`src/rtl/pdes_pkg.sv`:
```
// pdes_pkg: shared definitions for the PDES event-generation slice.
//   TIME_W_DEF / LP_BITS_DEF : default timestamp and LP-index widths
//   state_t                  : event generator FSM states
//   ev_rec_t                 : generated event record (timestamp, target LP, saturation flag)
package pdes_pkg;

  localparam int unsigned TIME_W_DEF  = 32;
  localparam int unsigned LP_BITS_DEF = 4;

  typedef enum logic [1:0] {
    IDLE  = 2'd0,
    DELAY = 2'd1,
    EMIT  = 2'd2
  } state_t;

  typedef struct packed {
    logic [TIME_W_DEF-1:0]  ts;
    logic [LP_BITS_DEF-1:0] lp;
    logic                   sat;
  } ev_rec_t;

endpackage

```
`src/rtl/event_gen.sv`:
```
// event_gen: turns a core request into a future event using three random
// fields from an external LFSR (delay, target LP, timestamp offset).
//
// Parameters: NBITS (bits per random field), LP_BITS (target index width),
//             TIME_W (timestamp width).
// Ports:
//   clk, rst        : clock, synchronous active-high reset
//   req_valid/ready : request handshake (ready only in IDLE)
//   cur_time/cur_lp : requester timestamp and LP index
//   rnd             : {offset, target, delay} from the LFSR
//   next            : one-cycle LFSR advance pulse on the accept cycle
//   ev_valid/ready  : generated event handshake
//   ev_time/lp/sat  : generated event fields
//
// Build option: EVENT_GEN_SELF_SEND_EN -- when defined the target LP may equal
// the requester; when undefined a self-targeted event is bumped to cur_lp+1.
module event_gen
  import pdes_pkg::*;
#(
  parameter int unsigned NBITS   = 8,
  parameter int unsigned LP_BITS = LP_BITS_DEF,
  parameter int unsigned TIME_W  = TIME_W_DEF
) (
  input  logic                 clk,
  input  logic                 rst,
  input  logic                 req_valid,
  output logic                 req_ready,
  input  logic [TIME_W-1:0]    cur_time,
  input  logic [LP_BITS-1:0]   cur_lp,
  input  logic [3*NBITS-1:0]   rnd,
  output logic                 next,
  output logic                 ev_valid,
  input  logic                 ev_ready,
  output logic [TIME_W-1:0]    ev_time,
  output logic [LP_BITS-1:0]   ev_lp,
  output logic                 ev_sat
);

  state_t               state_q;
  logic [NBITS-1:0]     cnt_q;
  logic                 ev_valid_q;
  logic [TIME_W-1:0]    ev_time_q;
  logic [LP_BITS-1:0]   ev_lp_q;
  logic                 ev_sat_q;

  logic [NBITS-1:0]     delay_f;
  logic [NBITS-1:0]     target_f;
  logic [NBITS-1:0]     offset_f;
  logic [TIME_W:0]      sum_w;
  logic [TIME_W-1:0]    ev_time_d;
  logic [LP_BITS-1:0]   ev_lp_d;
  logic                 ev_sat_d;
  logic                 accept;
  logic                 unused_target_hi;

  assign delay_f  = rnd[0+:NBITS];
  assign target_f = rnd[NBITS+:NBITS];
  assign offset_f = rnd[2*NBITS+:NBITS];

  // Upper target bits are dropped by the modulo-NUM_LP truncation.
  assign unused_target_hi = ^target_f;

  assign accept    = (state_q == IDLE) && req_valid && !rst;
  assign req_ready = (state_q == IDLE);
  assign next      = accept;

  // Event fields are computed from the inputs present on the accept cycle and
  // registered at the accept edge, so later input changes cannot leak in.
  always_comb begin
    sum_w     = {1'b0, cur_time} + (TIME_W+1)'(offset_f) + (TIME_W+1)'(1);
    ev_sat_d  = sum_w[TIME_W];
    ev_time_d = ev_sat_d ? '1 : sum_w[TIME_W-1:0];
    ev_lp_d   = target_f[LP_BITS-1:0];
`ifndef EVENT_GEN_SELF_SEND_EN
    if (ev_lp_d == cur_lp) begin
      ev_lp_d = cur_lp + LP_BITS'(1);
    end
`endif
  end

  always_ff @(posedge clk) begin
    if (rst) begin
      state_q    <= IDLE;
      cnt_q      <= '0;
      ev_valid_q <= 1'b0;
      ev_time_q  <= '0;
      ev_lp_q    <= '0;
      ev_sat_q   <= 1'b0;
    end else begin
      case (state_q)
        IDLE: begin
          if (req_valid) begin
            cnt_q     <= delay_f;
            ev_time_q <= ev_time_d;
            ev_lp_q   <= ev_lp_d;
            ev_sat_q  <= ev_sat_d;
            state_q   <= DELAY;
          end
        end
        DELAY: begin
          if (cnt_q == '0) begin
            ev_valid_q <= 1'b1;
            state_q    <= EMIT;
          end else begin
            cnt_q <= cnt_q - NBITS'(1);
          end
        end
        EMIT: begin
          if (ev_ready) begin
            ev_valid_q <= 1'b0;
            state_q    <= IDLE;
          end
        end
        default: begin
          ev_valid_q <= 1'b0;
          state_q    <= IDLE;
        end
      endcase
    end
  end

  assign ev_valid = ev_valid_q;
  assign ev_time  = ev_time_q;
  assign ev_lp    = ev_lp_q;
  assign ev_sat   = ev_sat_q;

endmodule

```
`config.mk`:
```
export PLATFORM = sky130hd
export DESIGN_NAME = event_gen
export DESIGN_NICKNAME = d
export VERILOG_FILES = /design/src/rtl/pdes_pkg.sv /design/src/rtl/event_gen.sv
export SDC_FILE = /design/constraint.sdc
export NUM_CORES = 1
export LEC_CHECK = 0
export BUFFER_PORTS_ARGS = -buffer_cell sky130_fd_sc_hd__buf_2
export CORE_MARGIN = 3
export CORE_UTILIZATION = 51
export CTS_BUF_LIST = sky130_fd_sc_hd__clkbuf_8 sky130_fd_sc_hd__clkbuf_16
export DETAILED_ROUTE_END_ITERATION = 7
export GPL_ROUTABILITY_DRIVEN = 0
export HOLD_SLACK_MARGIN = 0.08
export PLACE_DENSITY = 0.91
export SLEW_MARGIN = 15
export SYNTH_ARGS = -nofsm -noshare
export SYNTH_HDL_FRONTEND = slang
export SYNTH_SLANG_ARGS = --single-unit
```
`constraint.sdc`:
```
create_clock -name clk -period 3.3 [get_ports clk]
set_input_delay 0.33 -clock clk [delete_from_list [all_inputs] [get_ports clk]]
set_output_delay 0.33 -clock clk [all_outputs]
set_load 0.005 [all_outputs]
```
==> run summary <==
Comb power frac - 0.341
Buf+Inv Stages, Crit Path - 3
Total grt overflow - 0
Worst VDD drop - 0.315 mV
Netlist cell types - 47
Worst hold path class - in -> reg
Sw frac - 0.343
Chip Height - 81.9 µm
Crit path max-delay family - compound AO/OA/AOI/OAI gates
R2R depth - 4
CP cell instances - buf_2 -> inv_1 -> ha_1 -> inv_1 -> fa_1 -> a211oi_1 -> o211ai_1 -> o2111a_1 -> nand2_2 -> o21a_4 -> a211oi_1
P_int - 1.06 mW
DRT Pass-1 Iters - 4
Mean post-synth cell area - 8.68 µm²
Post-synth EDFFs - 0
Clk network pwr share - 0.218
Max Root-Sink Buffers - 2
Setup WS pre-CTS - 455 ps
Vias in the first global route - 2,686
Fin crit period - 2540 ps
Layout cells sized above 1 - 0.333
Sequential power share - 0.441
Pin count of the biggest net entering global routing - 33
DRC Markers - 0
Critical Path Start Type - input port
Die Wd - 81.9 µm
Psw - 0.553 mW
Initial antenna violation count - 0
All-layer global routing usage - 0.213
Met3 routed WL - 441 µm
Total CTS buffers - 5
Post-Syn Area - 2930 µm²
Final setup viols - 0
CTS Hold Bufs - 0
Worst EP arrival - 2690 ps
Routed wire length on met2 - 3620 µm
Mapped Nets - 414
Nets@finish - 507
Critical Path RT - 3450 ps
# clock sinks - 48
Top sig layer - met4
Port-buffer cells - 99
Critical Path End Type - register
Synth Instances - 338
TritonCTS clock tree - built
Clock Latency Late Sink - 290 ps
Iter 0 DRT Violations - 112
First-pass GRT wire length - 11,600 µm
Critical Path Stages - 11
Seq cells post-synth - 48
Avg Vias per Cell - 5.60
Core area - 5340 µm²
Final hold vios - 0
I/O pin cnt - 104
Clock transition at path regs - 80 ps
Final Power - 1.61 mW
Worst hold slack - 315 ps
CTS Root Cell - clkbuf_8
Final ANT Viol Nets - 0
Main synth FF type - dfxtp_1
Slew @ Worst Pin - 627 ps
Initial Utilization - 0.550
Slew HR - 0.579
Max Fclk - 0.394 GHz
Clock skew - 9.46 ps
Post-cts resize count - 0
Max-Cap Viols - 0
RSZ-0062 raised after global routing - false
Outcome - completed
Postcts setup bufs - 0
Setup TNS - 0 ps
Antenna cells - 0
Area growth, synth to finish - 20.9%
Row Count - 26
Pwr dens - 454 nW/µm²
Max Slew Vio Count - 0
Synth warnings - 0
Routed WL - 7220 µm
Final worst slack - 761 ps
Number of vias in the routed layout - 2,809
Async S/R FF share, synth - 0
Pleak - 1.54 nW
Kind of critical path - in -> reg
H-tree depth - 2
WL met1 - 3110 µm
Post-DP HPWL - 5490 µm
Critical path's slowest cell - o21a_4
Seq/Total Area, Yosys - 0.328
Die Footprint - 6700 µm²
Worst hold stages - 4
Max incr delay on CP - 480 ps
Crit share post-route - 0.769
CP Max Fanout - 32
WL per Instance - 14.4 µm
==> state kept, by name, summed over array words and instances (netlist names) <==
name      cells
ev_valid      1
ev_lp         4
state_q       2
ev_time      32
cnt_q         8
ev_sat        1
==> cells in the mapped netlist, types with 2 or more instances <==
library cell / count / area [µm²]
nor2_1: 53 / 199
dfxtp_1: 48 / 961
a211oi_2: 28 / 350
xor2_1: 24 / 210
nand2_1: 21 / 78.8
nand3_1: 16 / 80.1
o21ai_0: 16 / 80.1
a21oi_1: 12 / 60.1
clkbuf_1: 12 / 45.0
ha_1: 11 / 138
xnor2_1: 10 / 87.6
a211oi_1: 9 / 67.6
nand4_1: 9 / 56.3
and3_1: 8 / 50.1
inv_1: 8 / 30.0
a22oi_1: 4 / 30.0
nor2b_1: 4 / 25.0
and2_1: 3 / 18.8
and4_1: 3 / 26.3
buf_6: 3 / 33.8
nor3_1: 3 / 15.0
o211ai_1: 3 / 22.5
a221oi_1: 2 / 17.5
a31oi_1: 2 / 12.5
buf_2: 2 / 10.0
nand2b_1: 2 / 12.5
o31ai_1: 2 / 15.0
==> metal layers <==
layer	vias up	global-route usage
met5	-	0
met2	87	0.405
met3	5	0.0395
met1	1319	0.249
met4	0	0.0365
li1	1398	-
==> path summary, 6_finish.rpt <==
| check | start | end | slack, ps |
|---|---|---|---|
| setup / recovery | cur_time[0] | ev_time[1] | 760 |
| hold / removal | ev_ready | state_q[1] | 320 |
| setup reg to reg | state_q[1] | ev_time[1] | 1340 |
| hold reg to reg | ev_lp[0] | ev_lp[0] | 480 |
==> placed cells by master, fill, tap and decap left out, drive strengths merged, types with 4 or more instances in the layout <==
| cell | count |
|---|---|
| nand4 | 9 |
| nor2b | 4 |
| nand3 | 17 |
| a211oi | 37 |
| a22oi | 4 |
| buf | 104 |
| ha | 11 |
| o21ai | 17 |
| clkbuf | 6 |
| nor2 | 53 |
| nor3 | 4 |
| dfxtp | 48 |
| a21oi | 12 |
| and3 | 8 |
| xnor2 | 10 |
| xor2 | 24 |
| inv | 10 |
| nand2 | 22 |
==> logic make-up (layout without fill, tap and decap cells) <==
kind of cell | Yosys count | count (layout) | share of synthesized area
and+or+nand+nor | 129 | 129 | 0.217
muxes | 1 | 1 | 0.00341
AOI/OAI and AO/OA | 88 | 88 | 0.254
DFF | 48 | 48 | 0.328
xor gates and xnor gates | 34 | 34 | 0.101
adders and majority gates | 12 | 12 | 0.0537
buffers and inverters | 26 | 120 | 0.0431
==> layout make-up <==
| type | instances | area [µm²] |
|---|---|---|
| fillers | 444 | 1790 |
| inverters | 8 | 30.0 |
| repair buffers | 104 | 533 |
| clock buffers | 6 | 82.6 |
| clock inverters | 2 | 7.51 |
| multi-input cells | 264 | 1850 |
| well taps | 70 | 87.6 |
| flip-flops and latches | 48 | 961 |
==> metrics by stage <==
step	cell area, µm²	cells	utilization
final	3550	502	0.665
after CTS	3550	502	0.665
after floorplan	2930	338	-
after global routing	3550	502	0.665
after global placement	3460	494	0.648
after detailed placement	3460	494	0.648
==> power by group through the flow <==
stage / clock network (mW) / logic, mW / registers (mW)
after floorplan: 0 / 0.371 / 0.720
after global placement: 0 / 0.528 / 0.717
after detailed placement: 0 / 0.549 / 0.721
after CTS: 0.362 / 0.551 / 0.708
after global routing: 0.384 / 0.617 / 0.718
final: 0.351 / 0.549 / 0.709
==> worst register-to-register path, delay by kind of cell (launching register included) <==
family | cells | cell delay, ps
AOI/OAI and AO/OA | 2 | 740
DFF | 1 | 350
and+or+nand+nor | 2 | 730
No activity file was read; power rests on OpenSTA's default activity.
